--- src/rtl/seven_seg_display_ctrl_pkg.sv ---
`default_nettype none
// +----------------------------------------------------------------------+
// | seven_seg_pkg                                                        |
// | Segment codes, controller states and helpers for the seven-segment   |
// | display controller.                                                  |
// | Rev 1.0                                                              |
// +----------------------------------------------------------------------+
package seven_seg_pkg;

  // Active-low g..a patterns; bit 7 (DP) is handled separately.
  localparam logic [6:0] SEG_0     = 7'h40;
  localparam logic [6:0] SEG_1     = 7'h79;
  localparam logic [6:0] SEG_2     = 7'h24;
  localparam logic [6:0] SEG_3     = 7'h30;
  localparam logic [6:0] SEG_4     = 7'h19;
  localparam logic [6:0] SEG_5     = 7'h12;
  localparam logic [6:0] SEG_6     = 7'h02;
  localparam logic [6:0] SEG_7     = 7'h78;
  localparam logic [6:0] SEG_8     = 7'h00;
  localparam logic [6:0] SEG_9     = 7'h10;
  localparam logic [6:0] SEG_DASH  = 7'h3F;
  localparam logic [6:0] SEG_BLANK = 7'h7F;
  localparam int         SEG_DP_BIT = 7;

  typedef enum logic [2:0] {
    ST_IDLE   = 3'd0,
    ST_LOAD   = 3'd1,
    ST_SHIFT  = 3'd2,
    ST_STORE  = 3'd3,
    ST_COMMIT = 3'd4
  } state_t;

  function automatic logic [6:0] seg_encode(input logic [3:0] nibble);
    case (nibble)
      4'd0:    seg_encode = SEG_0;
      4'd1:    seg_encode = SEG_1;
      4'd2:    seg_encode = SEG_2;
      4'd3:    seg_encode = SEG_3;
      4'd4:    seg_encode = SEG_4;
      4'd5:    seg_encode = SEG_5;
      4'd6:    seg_encode = SEG_6;
      4'd7:    seg_encode = SEG_7;
      4'd8:    seg_encode = SEG_8;
      4'd9:    seg_encode = SEG_9;
      default: seg_encode = SEG_BLANK;
    endcase
  endfunction

  // Decimal digits needed to hold any field_w-bit value: ceil(field_w*log10(2)).
  function automatic int bcd_digits(input int field_w, input int min_digits);
    int d;
    d = (field_w * 30103 + 99999) / 100000;
    return (d < min_digits) ? min_digits : d;
  endfunction

endpackage
`default_nettype wire

--- src/rtl/seven_seg_display_ctrl_bcd_shift_add3.sv ---
`default_nettype none
// +----------------------------------------------------------------------+
// | bcd_shift_add3                                                       |
// | Iterative double-dabble converter: one bit per step, full-width      |
// | accumulator, presents the low DIGITS digits and an overflow flag.    |
// | Rev 1.0                                                              |
// +----------------------------------------------------------------------+
module bcd_shift_add3 #(
  parameter int FIELD_W = 7,
  parameter int DIGITS  = 2
) (
  input  logic                  clk,
  input  logic                  rst,
  input  logic                  i_load,
  input  logic                  i_step,
  input  logic [FIELD_W-1:0]    i_value,
  output logic [4*DIGITS-1:0]   o_digits,
  output logic                  o_overflow
);
  import seven_seg_pkg::*;

  localparam int c_acc_digits = bcd_digits(FIELD_W, DIGITS);

  logic [FIELD_W-1:0]        r_shift;
  logic [4*c_acc_digits-1:0] r_acc;
  logic [4*c_acc_digits-1:0] w_adj;

  always_comb begin
    w_adj = r_acc;
    for (int d = 0; d < c_acc_digits; d++) begin
      if (r_acc[4*d +: 4] >= 4'd5) w_adj[4*d +: 4] = r_acc[4*d +: 4] + 4'd3;
    end
  end

  always_ff @(posedge clk) begin
    if (rst) begin
      r_shift <= '0;
      r_acc   <= '0;
    end else if (i_load) begin
      r_shift <= i_value;
      r_acc   <= '0;
    end else if (i_step) begin
      {r_acc, r_shift} <= {w_adj, r_shift} << 1;
    end
  end

  assign o_digits = r_acc[4*DIGITS-1:0];

  // Any non-zero digit above the displayed ones means value >= 10^DIGITS.
  generate
    if (c_acc_digits > DIGITS) begin : g_ovf_upper
      assign o_overflow = |r_acc[4*c_acc_digits-1:4*DIGITS];
    end else begin : g_ovf_none
      assign o_overflow = 1'b0;
    end
  endgenerate

endmodule
`default_nettype wire

--- src/rtl/seven_seg_display_ctrl.sv ---
`default_nettype none
// +----------------------------------------------------------------------+
// | seven_seg_display_ctrl                                               |
// | Captures binary fields, converts them to BCD one field at a time and |
// | commits all segment bytes atomically with DP, blanking and overflow. |
// | Rev 1.0                                                              |
// +----------------------------------------------------------------------+
module seven_seg_display_ctrl #(
  parameter int NUM_FIELDS       = 3,
  parameter int FIELD_W          = 7,
  parameter int DIGITS_PER_FIELD = 2
) (
  input  logic                                    clock,
  input  logic                                    reset,
  input  logic                                    update,
  input  logic [NUM_FIELDS*FIELD_W-1:0]           values,
  input  logic [NUM_FIELDS*DIGITS_PER_FIELD-1:0]  dp_mask,
  input  logic                                    blank_lz,
  output logic                                    busy,
  output logic                                    done,
  output logic [NUM_FIELDS*DIGITS_PER_FIELD*8-1:0] hex
);
  import seven_seg_pkg::*;

  localparam int c_digits = NUM_FIELDS * DIGITS_PER_FIELD;
  localparam int c_fidx_w = (NUM_FIELDS > 1) ? $clog2(NUM_FIELDS) : 1;
  localparam int c_cnt_w  = $clog2(FIELD_W);
  localparam logic [c_cnt_w-1:0]  c_last_step  = c_cnt_w'(FIELD_W - 1);
  localparam logic [c_fidx_w-1:0] c_last_field = c_fidx_w'(NUM_FIELDS - 1);

  state_t                          r_state;
  logic [NUM_FIELDS*FIELD_W-1:0]   r_values;
  logic [c_digits-1:0]             r_dp;
  logic                            r_blank_lz;
  logic [c_fidx_w-1:0]             r_field;
  logic [c_cnt_w-1:0]              r_cnt;
  logic [4*c_digits-1:0]           r_stage;
  logic [NUM_FIELDS-1:0]           r_stage_ovf;

  logic [4*DIGITS_PER_FIELD-1:0]   w_digits;
  logic                            w_ovf;
  logic [4*c_digits-1:0]           w_stage_m;
  logic [NUM_FIELDS-1:0]           w_ovf_m;
  logic [8*c_digits-1:0]           w_hex_next;
  logic                            w_lead;
  logic [3:0]                      w_nib;
  logic [7:0]                      w_byte;

  bcd_shift_add3 #(
    .FIELD_W (FIELD_W),
    .DIGITS  (DIGITS_PER_FIELD)
  ) u_bcd (
    .clk        (clock),
    .rst        (reset),
    .i_load     (r_state == ST_LOAD),
    .i_step     (r_state == ST_SHIFT),
    .i_value    (r_values[r_field*FIELD_W +: FIELD_W]),
    .o_digits   (w_digits),
    .o_overflow (w_ovf)
  );

  // Staging view with the field currently in STORE merged in, so the last
  // field can be committed in the same edge that stores it.
  always_comb begin
    w_stage_m = r_stage;
    w_ovf_m   = r_stage_ovf;
    w_stage_m[r_field*4*DIGITS_PER_FIELD +: 4*DIGITS_PER_FIELD] = w_digits;
    w_ovf_m[r_field] = w_ovf;
  end

  always_comb begin
    w_hex_next = '1;
    w_lead     = 1'b1;
    w_nib      = 4'd0;
    w_byte     = 8'hFF;
    for (int k = 0; k < NUM_FIELDS; k++) begin
      w_lead = 1'b1;
      for (int j = DIGITS_PER_FIELD - 1; j >= 0; j--) begin
        w_nib = w_stage_m[(k*DIGITS_PER_FIELD + j)*4 +: 4];
        if (w_nib != 4'd0) w_lead = 1'b0;
        if (w_ovf_m[k])                        w_byte = {1'b1, SEG_DASH};
        else if (r_blank_lz && w_lead && j != 0) w_byte = {1'b1, SEG_BLANK};
        else                                   w_byte = {1'b1, seg_encode(w_nib)};
        w_byte[SEG_DP_BIT] = ~r_dp[k*DIGITS_PER_FIELD + j];
        w_hex_next[(k*DIGITS_PER_FIELD + j)*8 +: 8] = w_byte;
      end
    end
  end

  always_ff @(posedge clock) begin
    if (reset) begin
      r_state     <= ST_IDLE;
      r_values    <= '0;
      r_dp        <= '0;
      r_blank_lz  <= 1'b0;
      r_field     <= '0;
      r_cnt       <= '0;
      r_stage     <= '0;
      r_stage_ovf <= '0;
      busy        <= 1'b0;
      done        <= 1'b0;
      hex         <= '1;
    end else begin
      case (r_state)
        ST_IDLE: begin
          if (update) begin
            r_values   <= values;
            r_dp       <= dp_mask;
            r_blank_lz <= blank_lz;
            r_field    <= '0;
            busy       <= 1'b1;
            r_state    <= ST_LOAD;
          end
        end
        ST_LOAD: begin
          r_cnt   <= '0;
          r_state <= ST_SHIFT;
        end
        ST_SHIFT: begin
          r_cnt <= r_cnt + 1'b1;
          if (r_cnt == c_last_step) r_state <= ST_STORE;
        end
        ST_STORE: begin
          r_stage     <= w_stage_m;
          r_stage_ovf <= w_ovf_m;
          if (r_field == c_last_field) begin
            hex     <= w_hex_next;
            done    <= 1'b1;
            r_state <= ST_COMMIT;
          end else begin
            r_field <= r_field + 1'b1;
            r_state <= ST_LOAD;
          end
        end
        ST_COMMIT: begin
          done    <= 1'b0;
          busy    <= 1'b0;
          r_state <= ST_IDLE;
        end
        default: r_state <= ST_IDLE;
      endcase
    end
  end

endmodule
`default_nettype wire

--- config.mk ---
export PLATFORM = sky130hd
export DESIGN_NAME = seven_seg_display_ctrl
export DESIGN_NICKNAME = d
export VERILOG_FILES = /design/src/rtl/seven_seg_display_ctrl_pkg.sv /design/src/rtl/seven_seg_display_ctrl_bcd_shift_add3.sv /design/src/rtl/seven_seg_display_ctrl.sv
export SDC_FILE = /design/constraint.sdc
export NUM_CORES = 1
export LEC_CHECK = 0
export BUFFER_PORTS_ARGS = -buffer_cell sky130_fd_sc_hd__buf_2
export CORE_MARGIN = 1
export CORE_UTILIZATION = 25
export DETAILED_ROUTE_END_ITERATION = 8
export GPL_TIMING_DRIVEN = 1
export SETUP_SLACK_MARGIN = 0.4
export SLEW_MARGIN = 5
export SYNTH_ARGS = -nofsm -noshare
export SYNTH_HDL_FRONTEND = slang
export SYNTH_HIERARCHICAL = 1
export SYNTH_SLANG_ARGS = --single-unit
--- constraint.sdc ---
create_clock -name clock -period 6.1 [get_ports clock]
set_input_delay 0.915 -clock clock [delete_from_list [all_inputs] [get_ports clock]]
set_output_delay 0.915 -clock clock [all_outputs]
set_load 0.05 [all_outputs]
==> metrics.md <==
| Metric | Value |
|---|---|
| Status | `finished, final reports clean` |
| Clock skew | `between 0.006 and 0.007 ns` |
| Crit path max-delay cell type | `dfxtp_1` |
| First drt pass iteration count | `4` |
| Nets | `949` |
| R2R cell count | `8` |
| Syn_nets | `907` |
| CP dominant cell by count | `ha_1` |
| Predominant post-synthesis flop cell | `dfxtp_1` |
| CTS tree | `done` |
| Post-Synth Simple-Gate Area | `0.2017` |
| # diodes | `0` |
| Synth async-reset ratio | `0` |
| Die span in x | `169.1 um` |
| Xor-xnor portion of the synthesized cell area | `0.002508` |
| Synthesized area per cell | `approximately 8.4 sq um` |
| Worst EP required | `6.41 ns` |
| Crit. End Element | `register` |
| HPWL Detailed | `approximately 12000 um` |
| Slowest stage delay, CP | `0.96 ns` |
| Area leader, netlist | `dfxtp_1` |
| Net Sw Frac | `0.2517` |
| CTS H-tree depth | `4` |
| I/O Buffers | `80` |
| RSZ-0062 raised after global routing | `false` |
| CTS Hold Buffers Added | `0` |
| Worst vdd ir | `0.1393 mV` |
| Synth Area in Adders | `0.07166` |
| Critical path class | `register to register` |
| Static leakage | `3.152 nW` |
| Final period utilization | `0.6074` |
| Hold Path Class | `register to register` |
| Combinational power share | `0.118` |
| Row cnt | `60` |
| DR iter-0 viols | `389` |
| Sum Neg Setup Slack | `0 ns` |
| Share of cells above drive strength 1 | `0.1627` |
| Cells after synthesis | `roughly 840` |
| Area post-placement | `7562 sq um` |
| Synth Register Bits | `131` |
| Top post-synthesis cells by area | `dfxtp_1 (38%), ha_1 (7.2%), nand2_1 (5.8%), a21oi_1 (4.9%), nor2_1 (4.7%)` |
| Post-synth EDFFs | `0` |
| Worst-path cell chain | `inv_1 > ha_1 > and3b_1 > a31oi_1 > ha_1 > nand4_1 > nand2_1 > o32a_1` |
| First-pass GRT wire length | `28570 um` |
| Area Growth Syn to Fin | `17.68%` |
| Power share of the clock group | `0.484` |
| Crit-path max FO | `19` |
| Via count | `5944` |
| Slew margin rel. | `0.2906` |
| Syn Std Cell Area | `6984 sq um` |
| I/O pin total | `81` |
| GRT Util Overall | `0.1264` |
| DR vias/cell | `4.706` |
| GRT overflow | `0` |
| Psw | `0.5862 mW` |
| Slew Limit Fails | `0` |
| Core ar. | `27180 sq um` |
| Hold Path Cell Cnt | `2` |
| GPL Wtd Cong | `0.8325` |
| Compound-gate portion of the synthesized area | `0.2340` |
| Drt drc | `0` |
| Largest net degree at the start of global routing | `75` |
| Cell Pwr Density | `283.4 nW/um^2` |
| Vias in the first global route | `5400` |
| MaxCap Viol Count | `0` |
| Register area share after synthesis | `0.3755` |
| Commonest non-fill, non-tap cell in the layout | `dfxtp_1` |
| Setup repair bufs after CTS | `0` |
| Initial Util | `0.2570` |
| Minimum clock period | `around 3.7 ns` |
| WL/cell | `13.78 um` |
| DIE AREA | `around 29000 sq um` |
| Worst setup SP type | `register` |
| Internal Pwr Total | `approximately 1.7 mW` |
| CTS Root Cell | `clkbuf_16` |
| Netlist cell types | `67` |
| YS warnings | `6` |
| CTS Buf Count | `17` |
| Crit path DAT | `4.01 ns` |
| Post-synthesis mux area share | `0.04998` |
| Initial antenna violation count | `0` |
| Finished Cell Area | `a little over 8000 sq um` |
| Max Freq | `between 0.2 and 0.3 GHz` |
| Clk pin slew, worst setup/hold paths | `0.06 ns` |
| DRT antenna net count | `0` |
| Slew @ Worst Pin | `roughly 1.1 ns` |
| Die height | `between 150 and 200 um` |
| Top-area cell type share of the netlist area | `0.3755` |
| Sequential share of power | `0.398` |
| Final setup fails | `0` |
| Post_cts resized | `0` |
| Later-pin clock latency in the skew report | `0.42 ns` |
| Largest family of logic cells by synthesized area | `compound AO/OA/AOI/OAI gates` |
| Clock Path Buffers | `2` |
| DRT Wirelength | `17410 um` |
| Most frequent cells in the layout | `dfxtp_1 (131), nand2_1 (108), nor2_1 (88)` |
| Final hold vios | `0` |
| Clock Sinks | `131` |
==> power groups by stage <==
| stage | clock network, mW | logic [mW] | registers, mW |
|---|---|---|---|
| floorplan | 0 | 0.232 | 0.930 |
| global placement | 0 | 0.272 | 0.943 |
| detailed placement | 0 | 0.274 | 0.944 |
| CTS | 1.15 | 0.276 | 0.925 |
| global route | 1.19 | 0.313 | 0.932 |
| finish | 1.13 | 0.276 | 0.926 |
==> worst max-delay path, delay by kind of cell, from the launching register on <==
kind                       cells  cell delay [ns]
AOI/OAI and AO/OA              2             0.63
adders and majority gates      2             0.96
and+or+nand+nor                3             0.70
buffers and inverters          1             0.34
DFF                            1             0.96
==> layout make-up <==
class	count	area (sq um)
Tap cell	372	465.4
Clock buffer	24	511.7
Clock inverter	8	145.1
Timing Repair Buffer	85	437.9
Multi-Input combinational cell	612	3920
Inverter	31	116.4
Fill cell	2939	18960
Sequential cell	131	2623
==> cells in the mapped netlist, types with 7 or more instances <==
cell	n
dfxtp_1	131
nand2_1	108
nor2_1	88
a21oi_1	69
ha_1	40
a211oi_1	30
inv_1	30
mux2i_1	27
o21ai_0	27
a31oi_1	25
clkbuf_1	25
nor2b_1	24
nand2b_1	17
o211ai_1	17
buf_2	16
o22a_1	16
nand3_1	15
buf_4	12
nor3_1	8
mux2_2	7
o21ai_1	7
==> sequential cells by signal, indices dropped and copies added (netlist names) <==
| signal | flops |
|---|---|
| r_values | 21 |
| r_cnt | 3 |
| r_state | 3 |
| r_dp | 6 |
| r_field | 2 |
| u_bcd/r_shift | 7 |
| done | 1 |
| busy | 1 |
| u_bcd/r_acc | 12 |
| r_blank_lz | 1 |
| r_stage_ovf | 2 |
| r_stage | 24 |
| hex | 48 |
==> through the flow <==
step	power (mW)	hold WS, ns	utilization	instances	worst slack, ns
5_1_grt	2.440	0.4670	0.3024	1263	2.110
3_3_place_gp	1.216	0.4427	0.2783	1231	2.607
3_5_place_dp	1.218	0.4465	0.2783	1231	2.469
6_report	2.329	0.4534	0.3024	1263	2.395
4_1_cts	2.355	0.4542	0.3024	1263	2.454
2_1_floorplan	1.162	0.4357	-	836	3.536
==> layer usage <==
layer | wire length [um] | up-vias | global-route usage
li1 | - | 3043 | -
met1 | 8555 | 2774 | 0.1699
met2 | 7803 | 110 | 0.1945
met3 | 815 | 17 | 0.02659
met4 | 233 | 0 | 0.05484
met5 | 0 | - | 0
==> cells by family (layout without fill, tap and decap cells) <==
| kind of cell | after synthesis | after routing |
|---|---|---|
| AO/OA/AOI/OAI | 239 | 239 |
| XOR/XNOR | 2 | 2 |
| adder cells (fa/ha/maj) | 40 | 40 |
| buffers and inverters | 93 | 148 |
| flip-flops | 131 | 131 |
| multiplexers | 34 | 34 |
| AND/OR/NAND/NOR | 297 | 297 |
==> worst paths after layout <==
path	from	slack, ns	to
setup / recovery	r_field[0]$_SDFFE_PP0P_	2.40	hex[26]$_SDFFE_PP1P_
hold / removal	r_dp[2]$_SDFFE_PP0P_	0.45	r_dp[2]$_SDFFE_PP0P_
setup reg to reg	r_field[0]$_SDFFE_PP0P_	2.40	hex[26]$_SDFFE_PP1P_
hold reg to reg	r_dp[2]$_SDFFE_PP0P_	0.45	r_dp[2]$_SDFFE_PP0P_
(Power assumes the default switching activity.)
